### src/rtl/sht40_pkg.sv
// Shared constants and FSM encoding for the SHT40 response path.
package sht40_pkg;

  localparam logic [7:0]  CRC8_POLY   = 8'h31;
  localparam logic [7:0]  CRC8_INIT   = 8'hFF;
  localparam int unsigned FRAME_BYTES = 6;

  localparam logic [2:0] IDX_T_MSB  = 3'd0;
  localparam logic [2:0] IDX_T_LSB  = 3'd1;
  localparam logic [2:0] IDX_T_CRC  = 3'd2;
  localparam logic [2:0] IDX_RH_MSB = 3'd3;
  localparam logic [2:0] IDX_RH_LSB = 3'd4;
  localparam logic [2:0] IDX_RH_CRC = 3'(FRAME_BYTES - 1);

  typedef enum logic {
    COLLECT,
    DONE
  } state_t;

endpackage

### src/rtl/sht40_crc8.sv
// Combinational CRC-8 step (poly 0x31, MSB first, no reflection) over one data byte.
module sht40_crc8
  import sht40_pkg::*;
(
  input  logic [7:0] crc_in,
  input  logic [7:0] data,
  output logic [7:0] crc_out
);

  logic [7:0] c;

  always_comb begin
    c = crc_in ^ data;
    for (int unsigned i = 0; i < 8; i++) begin
      c = c[7] ? ({c[6:0], 1'b0} ^ CRC8_POLY) : {c[6:0], 1'b0};
    end
    crc_out = c;
  end

endmodule

### src/rtl/sht40_frame_decoder.sv
// Decodes the 6-byte SHT40 measurement response and publishes temp/RH words with held ready levels.
// Define SHT40_CRC_CHECK_EN to check each word's CRC-8; otherwise CRC bytes are only counted.
module sht40_frame_decoder
  import sht40_pkg::*;
#(
  parameter int unsigned READY_HOLD = 16
) (
  input  logic        clk,
  input  logic        rst,
  input  logic        i_start,
  input  logic [7:0]  i_byte,
  input  logic        i_byte_valid,
  output logic [15:0] o_temp,
  output logic [15:0] o_rh,
  output logic        o_r_temp,
  output logic        o_r_rh,
  output logic        o_crc_err,
  output logic        o_overrun
);

  localparam int unsigned HW = $clog2(READY_HOLD + 1);
  localparam logic [HW-1:0] HOLD_LOAD = HW'(READY_HOLD);

  state_t        state_q, state_d;
  logic [2:0]    idx_q, idx_eff;
  logic          accept, last_byte, overrun_d;
  logic          pub_q;
  logic [15:0]   shadow_t, shadow_rh;
  logic          t_ok_q, rh_ok_q;
  logic [HW-1:0] hold_t_q, hold_rh_q;
  logic          regap_t_q, regap_rh_q;

  // A start in the same cycle as a byte makes that byte idx0 of the new frame.
  always_comb begin
    state_d   = state_q;
    accept    = 1'b0;
    overrun_d = 1'b0;
    idx_eff   = i_start ? IDX_T_MSB : idx_q;
    if (i_start) state_d = COLLECT;
    if (i_byte_valid) begin
      if (i_start || state_q == COLLECT) begin
        accept = 1'b1;
        if (idx_eff == IDX_RH_CRC) state_d = DONE;
      end else begin
        overrun_d = 1'b1;
      end
    end
    last_byte = accept && (idx_eff == IDX_RH_CRC);
  end

  always_ff @(posedge clk) begin
    if (rst) begin
      state_q   <= COLLECT;
      idx_q     <= IDX_T_MSB;
      pub_q     <= 1'b0;
      o_overrun <= 1'b0;
      shadow_t  <= '0;
      shadow_rh <= '0;
    end else begin
      state_q   <= state_d;
      pub_q     <= last_byte;
      o_overrun <= overrun_d;
      if (accept) begin
        idx_q <= last_byte ? IDX_T_MSB : idx_eff + 3'd1;
        case (idx_eff)
          IDX_T_MSB:  shadow_t[15:8]  <= i_byte;
          IDX_T_LSB:  shadow_t[7:0]   <= i_byte;
          IDX_RH_MSB: shadow_rh[15:8] <= i_byte;
          IDX_RH_LSB: shadow_rh[7:0]  <= i_byte;
          default:    ;
        endcase
      end else if (i_start) begin
        idx_q <= IDX_T_MSB;
      end
    end
  end

`ifdef SHT40_CRC_CHECK_EN
  logic [7:0] crc_q, crc_eff, crc_next;

  assign crc_eff = i_start ? CRC8_INIT : crc_q;

  sht40_crc8 u_crc8 (
    .crc_in  (crc_eff),
    .data    (i_byte),
    .crc_out (crc_next)
  );

  always_ff @(posedge clk) begin
    if (rst) begin
      crc_q     <= CRC8_INIT;
      t_ok_q    <= 1'b0;
      rh_ok_q   <= 1'b0;
      o_crc_err <= 1'b0;
    end else begin
      o_crc_err <= pub_q && !(t_ok_q && rh_ok_q);
      if (accept) begin
        case (idx_eff)
          IDX_T_CRC: begin
            t_ok_q <= (i_byte == crc_eff);
            crc_q  <= CRC8_INIT;
          end
          IDX_RH_CRC: begin
            rh_ok_q <= (i_byte == crc_eff);
            crc_q   <= CRC8_INIT;
          end
          default: crc_q <= crc_next;
        endcase
      end else if (i_start) begin
        crc_q <= CRC8_INIT;
      end
    end
  end
`else
  assign t_ok_q    = 1'b1;
  assign rh_ok_q   = 1'b1;
  assign o_crc_err = 1'b0;
`endif

  // Re-publish during an active hold drops ready for one cycle (regap) before reloading.
  always_ff @(posedge clk) begin
    if (rst) begin
      o_temp     <= '0;
      o_rh       <= '0;
      hold_t_q   <= '0;
      hold_rh_q  <= '0;
      regap_t_q  <= 1'b0;
      regap_rh_q <= 1'b0;
    end else begin
      if (pub_q && t_ok_q) begin
        o_temp <= shadow_t;
        if (hold_t_q != '0) begin
          hold_t_q  <= '0;
          regap_t_q <= 1'b1;
        end else begin
          hold_t_q <= HOLD_LOAD;
        end
      end else if (regap_t_q) begin
        hold_t_q  <= HOLD_LOAD;
        regap_t_q <= 1'b0;
      end else if (hold_t_q != '0) begin
        hold_t_q <= hold_t_q - 1'b1;
      end

      if (pub_q && rh_ok_q) begin
        o_rh <= shadow_rh;
        if (hold_rh_q != '0) begin
          hold_rh_q  <= '0;
          regap_rh_q <= 1'b1;
        end else begin
          hold_rh_q <= HOLD_LOAD;
        end
      end else if (regap_rh_q) begin
        hold_rh_q  <= HOLD_LOAD;
        regap_rh_q <= 1'b0;
      end else if (hold_rh_q != '0) begin
        hold_rh_q <= hold_rh_q - 1'b1;
      end
    end
  end

  assign o_r_temp = (hold_t_q != '0);
  assign o_r_rh   = (hold_rh_q != '0);

endmodule

### config.mk
export PLATFORM = sky130hd
export DESIGN_NAME = sht40_frame_decoder
export DESIGN_NICKNAME = d
export VERILOG_FILES = /design/src/rtl/sht40_pkg.sv /design/src/rtl/sht40_crc8.sv /design/src/rtl/sht40_frame_decoder.sv
export SDC_FILE = /design/constraint.sdc
export NUM_CORES = 1
export LEC_CHECK = 0
export CELL_PAD_IN_SITES_DETAIL_PLACEMENT = 0
export CELL_PAD_IN_SITES_GLOBAL_PLACEMENT = 1
export CORE_MARGIN = 3
export CORE_UTILIZATION = 44
export CTS_BUF_LIST = sky130_fd_sc_hd__clkbuf_2
export CTS_CLUSTER_SIZE = 8
export DETAILED_ROUTE_END_ITERATION = 16
export MAX_ROUTING_LAYER = met4
export PLACE_DENSITY = 0.79
export SYNTH_ARGS = -nofsm -noshare
export SYNTH_HDL_FRONTEND = slang
export SYNTH_HIERARCHICAL = 1
export SYNTH_SLANG_ARGS = --single-unit
### constraint.sdc
create_clock -name clk -period 2 [get_ports clk]
set_clock_uncertainty 0.1 [all_clocks]
set_input_delay 0.4 -clock clk [delete_from_list [all_inputs] [get_ports clk]]
set_output_delay 0.4 -clock clk [all_outputs]
set_load 0.02 [all_outputs]
# Word-level counts from Yosys, hierarchy flattened
# Index checks and enable logic that the tools add are counted.
# classes
n_mux	18
add_sub_neg	3
n_reduce_logical	13
n_eq_ne	4
bitwise_logic	3
# ops
op	n
$mux 5	8
$reduce_bool 5->1	2
$sub 5x1->5 const B	2
$mux 3	3
$reduce_and 2->1	4
$mux 1	7
$eq 3x3->1 const B	2
$reduce_bool 3->1	2
$reduce_or 2->1	2
$add 3x1->3 const B	1
$eq 3x1->1 const B	1
$eq 3x2->1 const B	1
$logic_not 3->1	1
$not 1->1	3
$logic_and 1x1->1	1
$logic_or 1x1->1	1
# word_totals
output_inout_bits	36
ff_bits	82
word_cells	55
input_bits	12

# Longest topological paths before layout
# logic_depth
ltp_word	7
depth_mapped	7
depth_no_buf	6

# Worst setup path after synthesis
# OpenSTA, ideal clock, no wires.
# synth_path
path_kind	flip-flop to output port
startpoint	register hold_t_q[0]
endpoint	output port o_r_temp
path_buffers	1
path_stages_with_launch	5
required_ns	1.500
path_slack_ns	0.341
t_arrival_ns	1.159
path_cell_list	dfxtp_1 inv_1 ha_1 or4b_4 buf_6
# synth_between
elab_chain_cells	1
# synth_rtl
element	line	rtl
from (decl)	sht40_frame_decoder.sv:30	logic [HW-1:0] hold_t_q, hold_rh_q;
from (signal assigned)	sht40_frame_decoder.sv:142	hold_t_q <= hold_t_q - 1'b1;
$reduce_bool 5->1	sht40_frame_decoder.sv:162	assign o_r_temp = (hold_t_q != '0);
to (decl)	sht40_frame_decoder.sv:15	output logic o_r_temp,
# Every way passes these cells.

# Worst setup path in the final report
# layout_path
startpoint	register hold_rh_q[0]
endpoint	output port o_r_rh
# layout_between
elab_chain_cells	1
# layout_rtl
element	line	rtl
from (decl)	sht40_frame_decoder.sv:30	
from (signal assigned)	sht40_frame_decoder.sv:157	hold_rh_q <= hold_rh_q - 1'b1;
$reduce_bool 5->1	sht40_frame_decoder.sv:163	assign o_r_rh = (hold_rh_q != '0);
to (decl)	sht40_frame_decoder.sv:16	output logic o_r_rh,
# Every way passes these cells.

==> flow_summary.toml <==
[status]
status = "complete, but fails checks"
failed_checks = "negative setup slack"

[final_layout]
stdcell_area_um2 = 4080
num-fill-cells = 642
final_common_cell = "dfxtp_1"
multi_input_area_um2 = 1530
final_nets = 398
final-seq-area_um2 = 1650
drive_gt1_share_pct = 17.1
num_antenna_cells = 0
layout_common_cells = "dfxtp_1 (77), mux2i_1 (64), nand2b_1 (47)"
synthToLayoutAreaGrowth_pct = 24.8

[grt]
grt_pass1_wl_um = 11000
grt_max_degree = 38
track_usage_pct = 17.0
grt_pass1_vias = 2245
grt.overflow.total = 0
antenna_found_initial = 0

[worst_hold_path]
min_from = "rst"
min_to = "o_temp[5]$_SDFFE_PP0P_"
min_path_type = "in -> reg"
min_delay_path_depth = 2

[sta]
worst_pin_slew_ns = 0.622
fin_tns_setup_ns = -0.369
timing.fmax_mhz = 458
post-route-period-util_pct = 109
hold_viol = 0
slew_violations = 0
layout_setup_ws_ns = -0.186
max_slew_margin_pct = 58.5
setup_viol = 2
period_minus_slack_ns = 2.19
rsz0062_at_grt = "true"

[drt]
ant_nets = 0
first_iter_violations = 78
drt_wl_total_um = 6740
drt_pass1_iterations = 4
vias_per_cell = 4.85
wl_per_cell_um = 14.0
route.detailed.drc = 0
vias = 2332

[pwr]
p_int_mw = 2.55
ir_worst_vdd_mv = 0.504
combPwrFrac_pct = 25.5
cellLeakagePower_nw = 1.78
switching_share_pct = 30.3
clkPwrFrac_pct = 24.7
power_density_nw_per_um2 = 895
p_sw_mw = 1.11
seq_power_share_pct = 49.8

[yosys]
async_reset_ff_share_pct = 0
synth_edf_count = 0
synth_flop_cell = "dfxtp_1"
ys_seq_elements = 82
synth-seq-area-share_pct = 50.2
yosysWarnings = 6
syn_area_um2 = 3270
synth_fp_nets = 332
syn_avg_cell_area_um2 = 10.4
yosysUniqueCellTypes = 36
synthCells = 314

[die]
die_h_um = 92.2
die-width_um = 92.2
ioPinCount = 48
dieArea_um2 = 8510
coreArea_um2 = 6980
num_rows = 30
initial_core_util_pct = 46.9

[setup_path]
timing.reg2reg.setup_slack_ns = 0.39
reg2reg_from = "hold_rh_q[0]$_SDFFE_PP0P_"
cp.arrival_ns = 1.69
r2r_cells = 5
critPathLaunchType = "flip-flop"
critPathMaxFanout = 2
path_class = "reg -> out"
r2r_end = "hold_rh_q[4]$_SDFFE_PP0P_"
end_kind = "output port"
cp.required_ns = 1.50

[placement]
port_buffers = 46
place_area_um2 = 3950
dpl_worst_slack_ns = -0.211
dp_hpwl_um = 4530
gp_congestion = 0.878

[clock_network]
cts-buffers-inserted = 9
clockBufferDepth = 2
postCtsHoldBufs = 0
cts_root_buf = "clkbuf_2"
clk_latency_ns = 0.52
cts_tree = "yes"
path_clk_slew_ns = 0.25
htreeDepth = 3
cts.sinks = 82

[flow_run]
drv_cap = 0
per-layer routing:
metal	vias up	share of wire [%]	track usage, %
met1	1083	49	21.5
met4	0	1.6	5.07
met5	-	0	-
met3	12	4.0	5.50
li1	1189	-	-
met2	48	45	26.2
final cells by class:
| class | count | area share, % |
|---|---|---|
| Tap cell | 96 | 2.94 |
| Clock buffer | 9 | 1.10 |
| Timing Repair Buffer | 74 | 15.7 |
| Inverter | 7 | 0.644 |
| Sequential cell | 82 | 40.4 |
| Multi-Input combinational cell | 206 | 37.4 |
| Clock inverter | 7 | 1.87 |
cell families after synthesis:
group,count (synthesis),synth area share (%)
compound gates,19,4.32
xor+xnor,2,0.535
fa+ha+maj,6,2.29
buf+inv,26,3.90
flops,82,50.2
mux,64,19.6
other cells,1,0.115
simple gates,114,19.1
power groups by stage:
stage	registers (mW)	clock network, mW	logic (mW)
2_1_floorplan	1.84	0	0.580
5_1_grt	1.84	0.997	1.03
3_3_place_gp	1.83	0	0.801
3_5_place_dp	1.84	0	0.822
4_1_cts	1.82	0.937	0.913
6_report	1.82	0.903	0.933
cell usage after synthesis, types with 3 or more instances:
master     n  area [um2]
dfxtp_1   82        1640
a21oi_1    5        25.0
mux2i_1   64         641
inv_1      7        26.3
nand2b_1  47         294
clkbuf_1   7        26.3
or3_1      3        18.8
ha_1       6        75.1
buf_2      9        45.0
nand2_1    4        15.0
nor2_1    42         158
nor4_1     3        18.8
worst max-delay path, stage by stage, from the launching register on:
cell	delay, ns
dfxtp_2	0.38
inv_2	0.06
ha_4	0.12
or4b_4	0.46
buf_6	0.15
timing repair:
item | 4_1_cts | 5_1_grt
pin swaps | 1 | 1
setup buffers | 2 | 1
setup endpoints to repair | 35 | 2
hold endpoints to repair | 0 | 0
gates resized for setup | 57 | 0
per-stage QoR:
step | util, % | std cells | hold slack (ns) | total power [mW]
final | 58.5 | 481 | 0.268 | 3.66
after global routing | 58.5 | 481 | 0.236 | 3.87
after CTS | 58.4 | 480 | 0.220 | 3.67
after detailed placement | 56.5 | 462 | 0.362 | 2.66
after global placement | 56.5 | 462 | 0.358 | 2.63
after floorplan | - | 314 | 0.348 | 2.41
worst max path at each step:
stage / from / to / slack [ns] / cells past startpoint
2_1_floorplan: hold_t_q[0]$_SDFFE_PP0P_ / o_r_temp / 0.34 / 4
3_3_place_gp: i_start / shadow_rh[4]$_SDFFE_PP0P_ / -0.17 / 7
3_5_place_dp: i_start / shadow_rh[11]$_SDFFE_PP0P_ / -0.21 / 7
4_1_cts: hold_rh_q[1]$_SDFFE_PP0P_ / o_r_rh / -0.24 / 4
5_1_grt: hold_rh_q[0]$_SDFFE_PP0P_ / o_r_rh / -0.32 / 4
6_report: hold_rh_q[0]$_SDFFE_PP0P_ / o_r_rh / -0.19 / 4
flip-flops by register name, indices dropped and copies added (netlist names), 3 cells and up:
register and cells:
hold_rh_q 5, o_temp 16, o_rh 16, shadow_t 16
hold_t_q 5, shadow_rh 16, idx_q 3
(Power assumes the default switching activity.)
